==> src/rtl/rr_arb_ctrl_if.sv <==
// Handshake bundle between N requesters, the round-robin arbiter and the shared downstream initiator.
// The slave modport is the arbiter's view; master is the surrounding logic's view.
interface rr_arb_ctrl_if #(
    parameter int unsigned N  = 4,
    parameter int unsigned SW = $clog2(N)
);
    logic [N-1:0]  t_req;
    logic [N-1:0]  t_last;
    logic [N-1:0]  t_ack;
    logic          i_req;
    logic          i_ack;
    logic          i_last;
    logic [N-1:0]  gnt;
    logic [SW-1:0] sel;

    modport slave (
        input  t_req, t_last, i_ack,
        output t_ack, i_req, i_last, gnt, sel
    );

    modport master (
        output t_req, t_last, i_ack,
        input  t_ack, i_req, i_last, gnt, sel
    );
endinterface

==> src/rtl/rr_arb_ctrl.sv <==
// Round-robin arbiter steering N requesters onto one downstream initiator, zero-bubble grant handover.
// Define RR_ARB_PKT_LOCK_EN to hold the grant for a whole packet (release only on the last beat).
module rr_arb_ctrl #(
    parameter int unsigned N  = 4,
    parameter int unsigned SW = $clog2(N)
) (
    input  logic          clk,
    input  logic          reset,
    rr_arb_ctrl_if.slave  bus
);

    typedef enum logic {IDLE, GRANT} state_t;

    state_t        state;
    logic [N-1:0]  gnt_q;
    logic [SW-1:0] sel_q;
    logic [SW-1:0] ptr_q;

    logic          gnt_req;
    logic          xfer;
    logic          release_c;
    logic          drop_c;
    logic [SW-1:0] ptr_inc;
    logic          idle_hit;
    logic [SW-1:0] idle_idx;
    logic          rel_hit;
    logic [SW-1:0] rel_idx;

    // First set bit of req scanning upward from start, wrapping N-1 -> 0; MSB is the found flag.
    function automatic logic [SW:0] rr_pick(input logic [N-1:0] req, input logic [SW-1:0] start);
        logic          found;
        logic [SW-1:0] idx;
        int unsigned   k;
        logic [N-1:0]  sh;
        found = 1'b0;
        idx   = '0;
        for (int unsigned i = 0; i < N; i++) begin
            k = 32'(start) + i;
            if (k >= N) k = k - N;
            sh = req >> k;
            if (!found && sh[0]) begin
                found = 1'b1;
                idx   = SW'(k);
            end
        end
        return {found, idx};
    endfunction

    function automatic logic [N-1:0] to_onehot(input logic [SW-1:0] idx);
        return N'(1) << idx;
    endfunction

    always_comb begin
        gnt_req = |(bus.t_req & gnt_q);
        xfer    = gnt_req & bus.i_ack;
`ifdef RR_ARB_PKT_LOCK_EN
        release_c = xfer & (|(bus.t_last & gnt_q));
        drop_c    = 1'b0;
`else
        release_c = xfer;
        drop_c    = ~gnt_req;
`endif
        ptr_inc = (sel_q == SW'(N - 1)) ? '0 : sel_q + SW'(1);
        {idle_hit, idle_idx} = rr_pick(bus.t_req, ptr_q);
        // Handover candidate excludes the target being released.
        {rel_hit, rel_idx}   = rr_pick(bus.t_req & ~gnt_q, ptr_inc);
    end

    always_ff @(posedge clk or posedge reset) begin
        if (reset) begin
            state <= IDLE;
            gnt_q <= '0;
            sel_q <= '0;
            ptr_q <= '0;
        end else begin
            case (state)
                IDLE: begin
                    if (idle_hit) begin
                        state <= GRANT;
                        gnt_q <= to_onehot(idle_idx);
                        sel_q <= idle_idx;
                    end
                end
                GRANT: begin
                    if (release_c) begin
                        ptr_q <= ptr_inc;
                        // Without another requester the released target keeps the grant:
                        // it just transferred, so it is still requesting.
                        if (rel_hit) begin
                            gnt_q <= to_onehot(rel_idx);
                            sel_q <= rel_idx;
                        end
                    end else if (drop_c) begin
                        state <= IDLE;
                        gnt_q <= '0;
                    end
                end
                default: begin
                    state <= IDLE;
                    gnt_q <= '0;
                end
            endcase
        end
    end

    assign bus.gnt    = gnt_q;
    assign bus.sel    = sel_q;
    assign bus.i_req  = gnt_req;
    assign bus.i_last = |(bus.t_last & bus.t_req & gnt_q);
    assign bus.t_ack  = gnt_q & {N{bus.i_ack}};

endmodule

==> src/flat_wrapper.sv <==
// flat-port wrapper written by rule: the top's interface ports become plain ports
module rr_arb_ctrl_flat 
#(
    parameter int unsigned N  = 4,
    parameter int unsigned SW = $clog2(N)
)
  (clk, reset, bus_t_req, bus_t_last, bus_i_ack, bus_t_ack, bus_i_req, bus_i_last, bus_gnt, bus_sel);
  rr_arb_ctrl_if #(.N(N), .SW(SW)) bus_i ();
  input  logic clk;
  input  logic reset;
  input wire logic [$bits(bus_i.t_req)-1:0] bus_t_req;
  input wire logic [$bits(bus_i.t_last)-1:0] bus_t_last;
  input wire logic [$bits(bus_i.i_ack)-1:0] bus_i_ack;
  output wire logic [$bits(bus_i.t_ack)-1:0] bus_t_ack;
  output wire logic [$bits(bus_i.i_req)-1:0] bus_i_req;
  output wire logic [$bits(bus_i.i_last)-1:0] bus_i_last;
  output wire logic [$bits(bus_i.gnt)-1:0] bus_gnt;
  output wire logic [$bits(bus_i.sel)-1:0] bus_sel;
  assign bus_i.t_req = bus_t_req;
  assign bus_i.t_last = bus_t_last;
  assign bus_i.i_ack = bus_i_ack;
  assign bus_t_ack = bus_i.t_ack;
  assign bus_i_req = bus_i.i_req;
  assign bus_i_last = bus_i.i_last;
  assign bus_gnt = bus_i.gnt;
  assign bus_sel = bus_i.sel;
  rr_arb_ctrl #(.N(N), .SW(SW)) u_core (.clk(clk), .reset(reset), .bus(bus_i));
endmodule
==> config.mk <==
export PLATFORM = sky130hd
export DESIGN_NAME = rr_arb_ctrl_flat
export DESIGN_NICKNAME = d
export VERILOG_FILES = /design/src/rtl/rr_arb_ctrl_if.sv /design/src/rtl/rr_arb_ctrl.sv /design/src/flat_wrapper.sv
export SDC_FILE = /design/constraint.sdc
export NUM_CORES = 1
export LEC_CHECK = 0
export ABC_AREA = 1
export BUFFER_PORTS_ARGS = -buffer_cell sky130_fd_sc_hd__buf_4
export CORE_MARGIN = 4
export CORE_UTILIZATION = 55
export DETAILED_ROUTE_END_ITERATION = 6
export HOLD_SLACK_MARGIN = 0.08
export PLACE_DENSITY = 0.84
export SYNTH_ARGS = -nofsm -noshare
export SYNTH_HDL_FRONTEND = slang
export SYNTH_SLANG_ARGS = --single-unit
export TNS_END_PERCENT = 30
==> constraint.sdc <==
create_clock -name clk -period 2.8 [get_ports clk]
set_input_delay 0.28 -clock clk [delete_from_list [all_inputs] [get_ports clk]]
set_output_delay 0.28 -clock clk [all_outputs]
set_load 0.02 [all_outputs]
Word level (Yosys, flattened, before mapping)
Index checks and enable logic that the tools add are counted.
{ "word_totals": {"inputBits": 11, "output_inout_bits": 12, "word_cells": 106, "ff_bits": 9} }
{ "op_classes": {"n_addsub": 15, "n_reduce_logical": 17, "n_mux": 38, "bitwise_logic": 8, "n_shift": 10, "eq_ne": 6, "order_cmp": 8} }
{ "ops": {"columns": ["op", "count"], "rows": [
  ["32-bit 2-to-1 mux", 8],
  ["4-bit by 32-bit >> shifter with 1-bit output", 8],
  ["32-bit by 3-bit >= comparator with 1-bit output (second input constant)", 6],
  ["32-bit by 3-bit subtractor with 32-bit output (second input constant)", 6],
  ["2-bit 2-to-1 mux", 12],
  ["4-bit AND", 5],
  ["4-bit 2-to-1 mux", 4],
  ["2-bit by 2-bit adder with 3-bit output (second input constant)", 4],
  ["1-bit 2-to-1 mux", 11],
  ["4-bit one-hot mux with 2 select lines", 1],
  ["4-bit OR reduction", 2],
  ["1-bit by 2-bit << shifter with 4-bit output (first input constant)", 2],
  ["2-bit by 3-bit subtractor with 4-bit output (second input constant)", 2],
  ["2-bit by 1-bit adder with 3-bit output (second input constant)", 2],
  ["2-bit by 3-bit >= comparator with 1-bit output (second input constant)", 2],
  ["1-bit logical AND", 6],
  ["1-bit logical NOT", 6],
  ["3-bit != test (second input constant)", 2],
  ["3-bit AND reduction", 2],
  ["2-bit != test (second input constant)", 2],
  ["4-bit inverter", 1],
  ["2-bit one-hot mux with 2 select lines", 1],
  ["2-bit by 1-bit adder with 2-bit output (second input constant)", 1],
  ["2-bit == test (second input constant)", 1],
  ["other kinds (5)", 5]
]} }

Longest topological paths before layout
Gate-level depths: netlist of the first run.
{ "logic_depth": {"word_depth": 19, "mapped_depth": 16, "ltp_nobuf": 15} }

Worst setup path after synthesis of the first run
No wires, ideal clock.
{ "synth_timing": {"kind": "reg-to-reg", "startpoint": "register u_core.sel_q[0] (netlist: u_core.bus.sel[0])", "endpoint": "register u_core.gnt_q[0] (netlist: u_core.bus.gnt[0])", "setup_ps": 117, "setup_slack_ps": 638, "arrival_ps": 2045, "synth_period_minus_slack_ps": 2162, "path_stages_with_launch": 16, "n_path_buf": 1, "t_required_ps": 2683, "cell_sequence": "dfrtp_1 > inv_2 > ha_1 > buf_4 > inv_1 > nand2_1 > nand2_1 > nand2_1 > nand2_4 > nand2_4 > nor2_4 > nand3_1 > nand3_1 > nor2_1 > nor2_1 > nor2_1"} }
{ "synth_via": {"elab_chain_cells": 19, "word_cells_on_any_way": 42, "classes_between": "add/sub: 8; order compare: 4; eq/ne: 2; shift: 5; mux: 16; reduce/logical: 7"} }
{ "synth_lines": {"columns": ["item", "line_no", "rtl"], "rows": [
  ["from (decl)", "rr_arb_ctrl.sv:16", "logic [SW-1:0] sel_q;"],
  ["from (signal assigned)", "rr_arb_ctrl.sv:81", "sel_q <= idle_idx;"],
  ["from (signal assigned)", "rr_arb_ctrl.sv:91", "sel_q <= rel_idx;"],
  ["2-bit by 1-bit adder with 2-bit output or 2-bit == test (tied branches)", "rr_arb_ctrl.sv:63", "ptr_inc = (sel_q == SW'(N - 1)) ? '0 : sel_q + SW'(1);"],
  ["2-bit 2-to-1 mux *", "rr_arb_ctrl.sv:63", null],
  ["net u_core.ptr_inc[1]", "rr_arb_ctrl.sv:23", "logic [SW-1:0] ptr_inc;"],
  ["branches (longest 17 deep; another with 32-bit by 3-bit subtractor with 32-bit output)", null, null],
  ["to (signal assigned)", "rr_arb_ctrl.sv:80", "gnt_q <= to_onehot(idle_idx);"],
  ["to (signal assigned)", "rr_arb_ctrl.sv:90", "gnt_q <= to_onehot(rel_idx);"],
  ["to (decl)", "rr_arb_ctrl.sv:15", "logic [N-1:0] gnt_q;"]
]} }
Mark *: on every way through the listed nets, which the timed path passes. The select of a mux whose other input is x is not followed.
A chain may end at the register's enable or synchronous reset.

Worst setup path after layout of the first run
{ "layout_timing": {"startpoint": "register u_core.sel_q[0] (netlist: u_core.bus.sel[0])", "endpoint": "register u_core.gnt_q[1] (netlist: u_core.bus.gnt[1])"} }
Same word-level chain as after synthesis.

==> flow_summary.yaml, run 1 <==
run_status:
  outcome: "finished clean"
timing:
  finalSetupTns_ns: 0
  drv_slew: 0
  max_freq_mhz: 417.5
  final_hold_viol_count: 0
  rsz0062_at_grt: "no"
  finalCriticalPeriod_ns: 2.395
  period_share_pct: 85.54
  setup_viol: 0
  worstMarginPinSlew_ns: 0.4987
  max_slew_margin_pct: 66.63
  fin_skew_ns: 0.01131
placement:
  io_buffer_count: 22
  finalWeightedCongestion: 0.8915
  hpwl_um: 2485
die:
  ioPinCount: 23
  die_width_um: 55.46
  core_um2: 2042
  die-area_um2: 3075
  initial_core_util_pct: 60.66
  die_y_um: 55.46
  row_count: 16
flow_run:
  drv_cap: 0
logic_synthesis:
  synthesis.area_um2: 1239
  seq_area_frac_synth_pct: 18.18
  synth-seq-cells: 9
  yosysWarnings: 0
  syn_inst: 210
  syn_nets: 227
  syn_avg_cell_area_um2: 5.899
  synth_cell_types: 19
global_routing:
  antenna_found_initial: 0
  overflow: 0
  grt_start_max_net_pins: 12
  grt_pass1_vias: 1242
  grt_pass1_wl_um: 5223
  grt_usage_pct: 20.24
routing:
  vias: 1364
  routedWlPerCell_um: 11.38
  drt_iter0_markers: 57
  drc: 0
  ant_nets: 0
  drt_wl_total_um: 2982
  drtPass1Iterations: 6
  routed_via_density: 5.206
worst_setup_path:
  startpoint_type: "register"
  crit_type: "register to register"
  arrival_ns: 2.54
  path_max_fanout: 8
  rrSetupSlack_ns: 0.40
  worstSetupEndpointType: "register"
  cp.required_ns: 2.95
finish:
  seq_area_um2: 225.2
  num_antenna_cells: 0
  multiInputGateArea_um2: 889.6
  nets: 253
  drive_gt1_share_pct: 23.83
  final_cell_mix: "nand2_1, nand3_1, inv_1, buf_4, nor2_1"
  fillers: 184
  areaGrowthSynthToFinish_pct: 17.27
  final_common_cell: "nand2_1"
worst_hold_path:
  hold_class: "primary input to register"
clock_network:
  clk_pin_slew_worst_paths_ns: 0.07
  clkSinkCount: 9
  clk_latency_ns: 0.26
  cts-buffers-inserted: 3
  cts_root_buf: "clkbuf_4"
  ctsResizeCount: 0
  htreeDepth: 1
  cts_buffer_depth: 2
  cts_tree: "yes"
## final cells by class
| cell class | count | area share, % |
|---|---|---|
| Tap cell | 27 | 2.326 |
| Sequential cell | 9 | 15.50 |
| Clock inverter | 1 | 0.3445 |
| Multi-Input combinational cell | 172 | 61.24 |
| Inverter | 27 | 6.977 |
| Timing Repair Buffer | 23 | 12.06 |
| Clock buffer | 3 | 1.550 |
## final timing paths
check	start	end	cells past startpoint
max	u_core.bus.sel[0]	u_core.bus.gnt[1]	15
max in group asynchronous	reset	u_core.bus.sel[0]	3
min in group asynchronous	reset	u_core.ptr_q[0]	3
min reg2reg	u_core.state	u_core.state	2
min	bus_t_req[2]	u_core.state	5
max reg2reg	u_core.bus.sel[0]	u_core.bus.gnt[1]	15
## kinds of logic (layout without fill, tap and decap cells)
kind of cell               Yosys count  after routing  synth area share [%]
AOI/OAI and AO/OA                    8              8                 3.534
adders and majority gates            6              6                 6.060
buffers and inverters               29             54                 10.00
DFF                                  9              9                 18.18
and+or+nand+nor                    158            158                 62.22
## through the flow
stage	std cells	instance area, um2	setup slack [ns]	util (%)	hold slack, ns
floorplan	210	1239	0.6376	-	0.1079
global placement	257	1415	0.5562	69.30	0.2595
detailed placement	257	1415	0.4211	69.30	0.2616
CTS	262	1453	0.4038	71.14	0.4730
global route	262	1453	0.1118	71.14	0.5325
finish	262	1453	0.4049	71.14	0.4858
## per-layer routing
| metal | track usage, % | up-vias | wire [um] |
|---|---|---|---|
| li1 | - | 705 | - |
| met1 | 26.67 | 604 | 1360 |
| met2 | 33.61 | 49 | 1363 |
| met3 | 5.361 | 6 | 221 |
| met4 | 3.125 | 0 | 37 |
| met5 | 0 | - | 0 |
## cells in the mapped netlist
| cell type | n | area [um2] |
|---|---|---|
| nor2_1 | 19 | 71.32 |
| nand2_4 | 9 | 101.4 |
| nand2_2 | 11 | 68.82 |
| o21ai_2 | 1 | 8.760 |
| dfrtp_1 | 9 | 225.2 |
| or2_2 | 1 | 6.260 |
| nor2_4 | 3 | 33.78 |
| nand2_1 | 76 | 285.3 |
| inv_1 | 24 | 90.09 |
| buf_4 | 1 | 7.510 |
| o21ai_0 | 3 | 15.01 |
| inv_2 | 3 | 11.26 |
| nand4_1 | 5 | 31.28 |
| ha_1 | 6 | 75.07 |
| a21oi_1 | 3 | 15.01 |
| o21ai_1 | 1 | 5.000 |
| buf_8 | 1 | 15.01 |
| nand3_1 | 32 | 160.2 |
| nor2_2 | 2 | 12.51 |
## worst max-delay path, cell delays in order (launching register included)
cell and delay, ns:
dfrtp_1 0.49, inv_2 0.07, ha_1 0.49, inv_1 0.16, nand2_1 0.09, nand2_1 0.13, nand2_1 0.11, nand2_1 0.05
nor2_1 0.15, inv_1 0.06, nand2_1 0.09, nand2_2 0.07, nand2_2 0.12, inv_2 0.06, nand3_1 0.07, nand3_1 0.07
## what timing repair did
action                                 in CTS  in global routing
hold buffers                                1                  0
endpoints found under the hold margin       9                  0
buffers inserted                            0                  0
## sequential cells by signal (all words and copies together), names as in the netlist
signal,flops
u_core.ptr_q,2
u_core.bus.sel,2
u_core.bus.gnt,4
u_core.state,1
Power of run 1 is not shown: default switching activity piles up to over one toggle a cycle in this logic, so the estimate is an artifact.
==> run 2: changes to the inputs <==
==> constraint.sdc (replaced) <==
create_clock -name clk -period 2.8 [get_ports clk]
set_input_delay 0.56 -clock clk [delete_from_list [all_inputs] [get_ports clk]]
set_output_delay 0.56 -clock clk [all_outputs]
set_load 0.02 [all_outputs]
==> run 2 against run 1 <==
Against the previous run:
- routed wire length is 0.57% higher
- critical path type unchanged
- maximum frequency is 2.0% higher
- worst setup slack better by 0.047 ns
- register-to-register slack better by 0.05 ns
- cell count stayed put
==> flow_summary.yaml, run 2 (synthesis gave the netlist of run 1 again) <==
routing:
  drtPass1Iterations: 4
  drc: 0
  drt_iter0_markers: 39
  drt_wl_total_um: 2999
  routedWlPerCell_um: 11.45
  routed_via_density: 5.305
  vias: 1390
  ant_nets: 0
die:
  row_count: 16
  die-area_um2: 3075
  core_um2: 2042
  ioPinCount: 23
  die_width_um: 55.46
  initial_core_util_pct: 60.66
  die_y_um: 55.46
timing:
  drv_slew: 0
  worstMarginPinSlew_ns: 0.3518
  final_hold_viol_count: 0
  max_freq_mhz: 425.9
  setup_viol: 0
  finalSetupTns_ns: 0
  period_share_pct: 83.86
  fin_skew_ns: 0.003226
  worst_slack_ns: 0.4520
  max_slew_margin_pct: 76.52
  rsz0062_at_grt: "no"
  finalCriticalPeriod_ns: 2.348
worst_setup_path:
  crit_type: "register to register"
  cp.required_ns: 2.94
  startpoint_type: "register"
  path_max_fanout: 8
  arrival_ns: 2.49
  worstSetupEndpointType: "register"
placement:
  pre_cts_slack_ns: 0.4801
  place_inst: 258
  hpwl_um: 2496
  finalWeightedCongestion: 0.8999
  io_buffer_count: 22
clock_network:
  cts_tree: "yes"
  clk_pin_slew_worst_paths_ns: 0.06
  cts_hold_buf: 0
  cts_buffer_depth: 2
  cts_root_buf: "clkbuf_4"
  ctsResizeCount: 0
  cts_setup_buffers: 0
  cts-buffers-inserted: 3
  clkSinkCount: 9
  htreeDepth: 1
  clk_latency_ns: 0.26
global_routing:
  antenna_found_initial: 0
  grt_start_max_net_pins: 12
  overflow: 0
  grt_pass1_wl_um: 5202
  grt_pass1_vias: 1203
  grt_usage_pct: 20.03
finish:
  nets: 253
  drive_gt1_share_pct: 23.83
  final_common_cell: "nand2_1"
  final_cell_mix: "nand2_1, nand3_1, inv_1, buf_4, nor2_1"
  largest_reg_flops: 4
  instances_no_fill: 262
  num_antenna_cells: 0
  fillers: 189
  fin_util_pct: 70.96
  areaGrowthSynthToFinish_pct: 16.97
run_status:
  outcome: "finished clean"
worst_hold_path:
  hold_class: "primary input to async pin"
flow_run:
  drv_cap: 0
-- run 2: worst max-delay path, cell delays in order (launching register included) --
cell	delay [ns]
dfrtp_1	0.50
inv_2	0.07
ha_1	0.48
inv_1	0.17
nand2_1	0.09
nand2_1	0.12
nand2_1	0.10
nand2_1	0.05
nor2_1	0.16
inv_1	0.06
nand2_1	0.08
nand2_2	0.06
nand2_2	0.09
inv_2	0.06
nand3_1	0.07
nand3_1	0.07
-- run 2: layer usage --
metal	wire length (um)	GRT usage, %	up-vias
met3	246	3.963	5
met2	1389	34.29	56
met4	25	4.861	0
li1	-	-	709
met1	1337	25.60	620
met5	0	0	-
-- run 2: final timing paths --
kind                                    from           endpoint  slack (ns)  cells past startpoint
max reg2reg                u_core.bus.sel[0]  u_core.bus.gnt[1]        0.45                     15
min                                    reset  u_core.bus.sel[1]        0.26                      2
max in group asynchronous              reset  u_core.bus.gnt[1]        2.28                      2
min reg2reg                     u_core.state       u_core.state        0.60                      2
min in group clk                u_core.state       u_core.state        0.60                      2
max                        u_core.bus.sel[0]  u_core.bus.gnt[1]        0.45                     15
-- run 2: area by class of cell --
| class | count | area (um2) | share of cell area [%] |
|---|---|---|---|
| multi-input combinational | 172 | 889.6 | 61.40 |
| inverter | 27 | 101.3 | 6.995 |
| sequential | 9 | 225.2 | 15.54 |
| tap | 27 | 33.78 | 2.332 |
| timing repair buffer | 23 | 172.7 | 11.92 |
| clock buffer | 4 | 26.28 | 1.813 |
-- run 2: through the flow --
stage               area, um2  hold WS, ns
global route             1449       0.2939
global placement         1423       0.5405
finish                   1449       0.2642
detailed placement       1423       0.5550
CTS                      1449       0.2743
floorplan                1239       0.3879
Power of run 2 is left out for the same reason.
==> run 3: changes to the inputs <==
CORE_ASPECT_RATIO = 1.75   (was unset)
CORE_UTILIZATION = 50   (was 55)
PLACE_DENSITY = 0.81   (was 0.84)
clock period = 2 ns   (was 2.8 ns; I/O delays follow)
==> run 3 against run 2 <==
Against the previous run:
- maximum frequency rose by 18%
- register-to-register slack worse by 0.44 ns
- die area is 9.6% higher
- largest cell class unchanged
==> flow_summary.yaml, run 3 (synthesis gave the netlist of run 1 again) <==
routing:
  ant_nets: 0
  routed_via_density: 5.429
  drc: 0
  vias: 1493
  drt_iter0_markers: 78
  drtPass1Iterations: 4
  drt_wl_total_um: 3841
  routedWlPerCell_um: 13.97
finish:
  nets: 268
  drive_gt1_share_pct: 36.40
  largest_reg_flops: 4
  num_antenna_cells: 0
  final_cell_mix: "nand2_1, buf_4, nand3_1, inv_1, nand2_2"
  final_common_cell: "nand2_1"
  areaGrowthSynthToFinish_pct: 35.05
  fillers: 196
die:
  die-area_um2: 3369
  die_width_um: 45.63
  row_count: 23
  die_y_um: 73.85
  ioPinCount: 23
  core_um2: 2331
  initial_core_util_pct: 53.14
clock_network:
  clk_pin_slew_worst_paths_ns: 0.04
  cts_hold_buf: 0
  cts-buffers-inserted: 3
  cts_tree: "yes"
  clk_latency_ns: 0.23
  htreeDepth: 1
  cts_root_buf: "clkbuf_8"
  clkSinkCount: 9
  cts_buffer_depth: 2
worst_setup_path:
  worstSetupEndpointType: "register"
  reg2reg_depth: 14
  startpoint_type: "register"
  r2r_end: "u_core.bus.sel[1]"
  rrSetupSlack_ns: 0.01
  crit_type: "register to register"
  crit-reg2reg-launch: "u_core.bus.sel[0]"
  arrival_ns: 2.11
  cp.required_ns: 2.12
  path_max_fanout: 6
placement:
  hpwl_um: 2720
  io_buffer_count: 22
  pre_cts_slack_ns: -0.05072
  finalWeightedCongestion: 0.9284
timing:
  final_hold_viol_count: 0
  finalCriticalPeriod_ns: 1.988
  drv_slew: 0
  setup_viol: 0
  worst_slack_ns: 0.01185
  fin_skew_ns: 0.001552
  max_slew_margin_pct: 74.96
  rsz0062_at_grt: "yes"
  period_share_pct: 99.41
  worstMarginPinSlew_ns: 0.3752
  max_freq_mhz: 503.0
worst_hold_path:
  hold_class: "primary input to async pin"
global_routing:
  overflow: 0
  grt_pass1_vias: 1322
  grt_pass1_wl_um: 5775
  grt_usage_pct: 22.81
  antenna_found_initial: 0
  grt_start_max_net_pins: 10
run_status:
  outcome: "finished clean"
flow_run:
  drv_cap: 0
[run 3: changes by cell type in the layout (fill, tap and decap cells not counted), sizes merged]
cell   before  now
nor2       24   25
buf        23   36
nand2      96   97
[run 3: critical path, cell delays in order (launching register included)]
cell,delay [ns]
dfrtp_2,0.45
ha_4,0.21
nor2_4,0.19
nand2_1,0.09
nand2_2,0.13
nand2_2,0.09
nand2_4,0.08
nand2_4,0.05
nor2_4,0.10
nand2_1,0.07
nand2_2,0.10
nand2_4,0.06
buf_4,0.14
nand2_1,0.05
o21ai_1,0.05
[run 3: cell type report]
class | count | area (um2) | area share, %
multi-input combinational | 174 | 989.7 | 59.16
inverter | 27 | 108.9 | 6.507
timing repair buffer | 36 | 270.3 | 16.16
sequential | 9 | 227.7 | 13.61
clock buffer | 4 | 45.04 | 2.693
tap | 25 | 31.28 | 1.870
[run 3: worst max-delay path by stage]
| stage | from | end | cells after the start |
|---|---|---|---|
| finish | u_core.bus.sel[0] | u_core.bus.sel[1] | 14 |
| global route | u_core.bus.sel[0] | u_core.bus.sel[0] | 16 |
| CTS | u_core.bus.sel[0] | u_core.bus.gnt[1] | 15 |
| detailed placement | u_core.bus.sel[0] | u_core.bus.gnt[1] | 15 |
| global placement | u_core.bus.sel[0] | u_core.bus.gnt[1] | 15 |
| floorplan | u_core.bus.sel[0] | u_core.bus.gnt[0] | 15 |
[run 3: routing by layer]
metal / track usage, % / part of all wire [%] / wire, um
met1: 25.56 / 36 / 1400
met2: 40.90 / 57 / 2185
met3: 2.451 / 4.5 / 171
met4: 10.10 / 2.2 / 85
met5: 0 / 0 / 0
[run 3: stage by stage]
stage | std cells | area (um2) | hold WS (ns) | setup TNS, ns | utilization [%]
floorplan | 210 | 1244 | 0.2278 | 0 | -
global placement | 266 | 1500 | 0.3869 | -0.01622 | 64.36
detailed placement | 266 | 1500 | 0.3924 | -0.1764 | 64.36
CTS | 270 | 1553 | 0.1465 | 0 | 66.61
global route | 275 | 1673 | 0.1601 | -0.2837 | 71.77
finish | 275 | 1673 | 0.1427 | 0 | 71.77
[run 3: timing repair]
item / 4_1_cts / 5_1_grt
pin swaps: 1 / 13
gates cloned: 0 / 2
endpoints found under the setup margin: 6 / 6
gates resized for setup: 2 / 23
buffers inserted: 0 / 3
Power of run 3 is left out for the same reason.
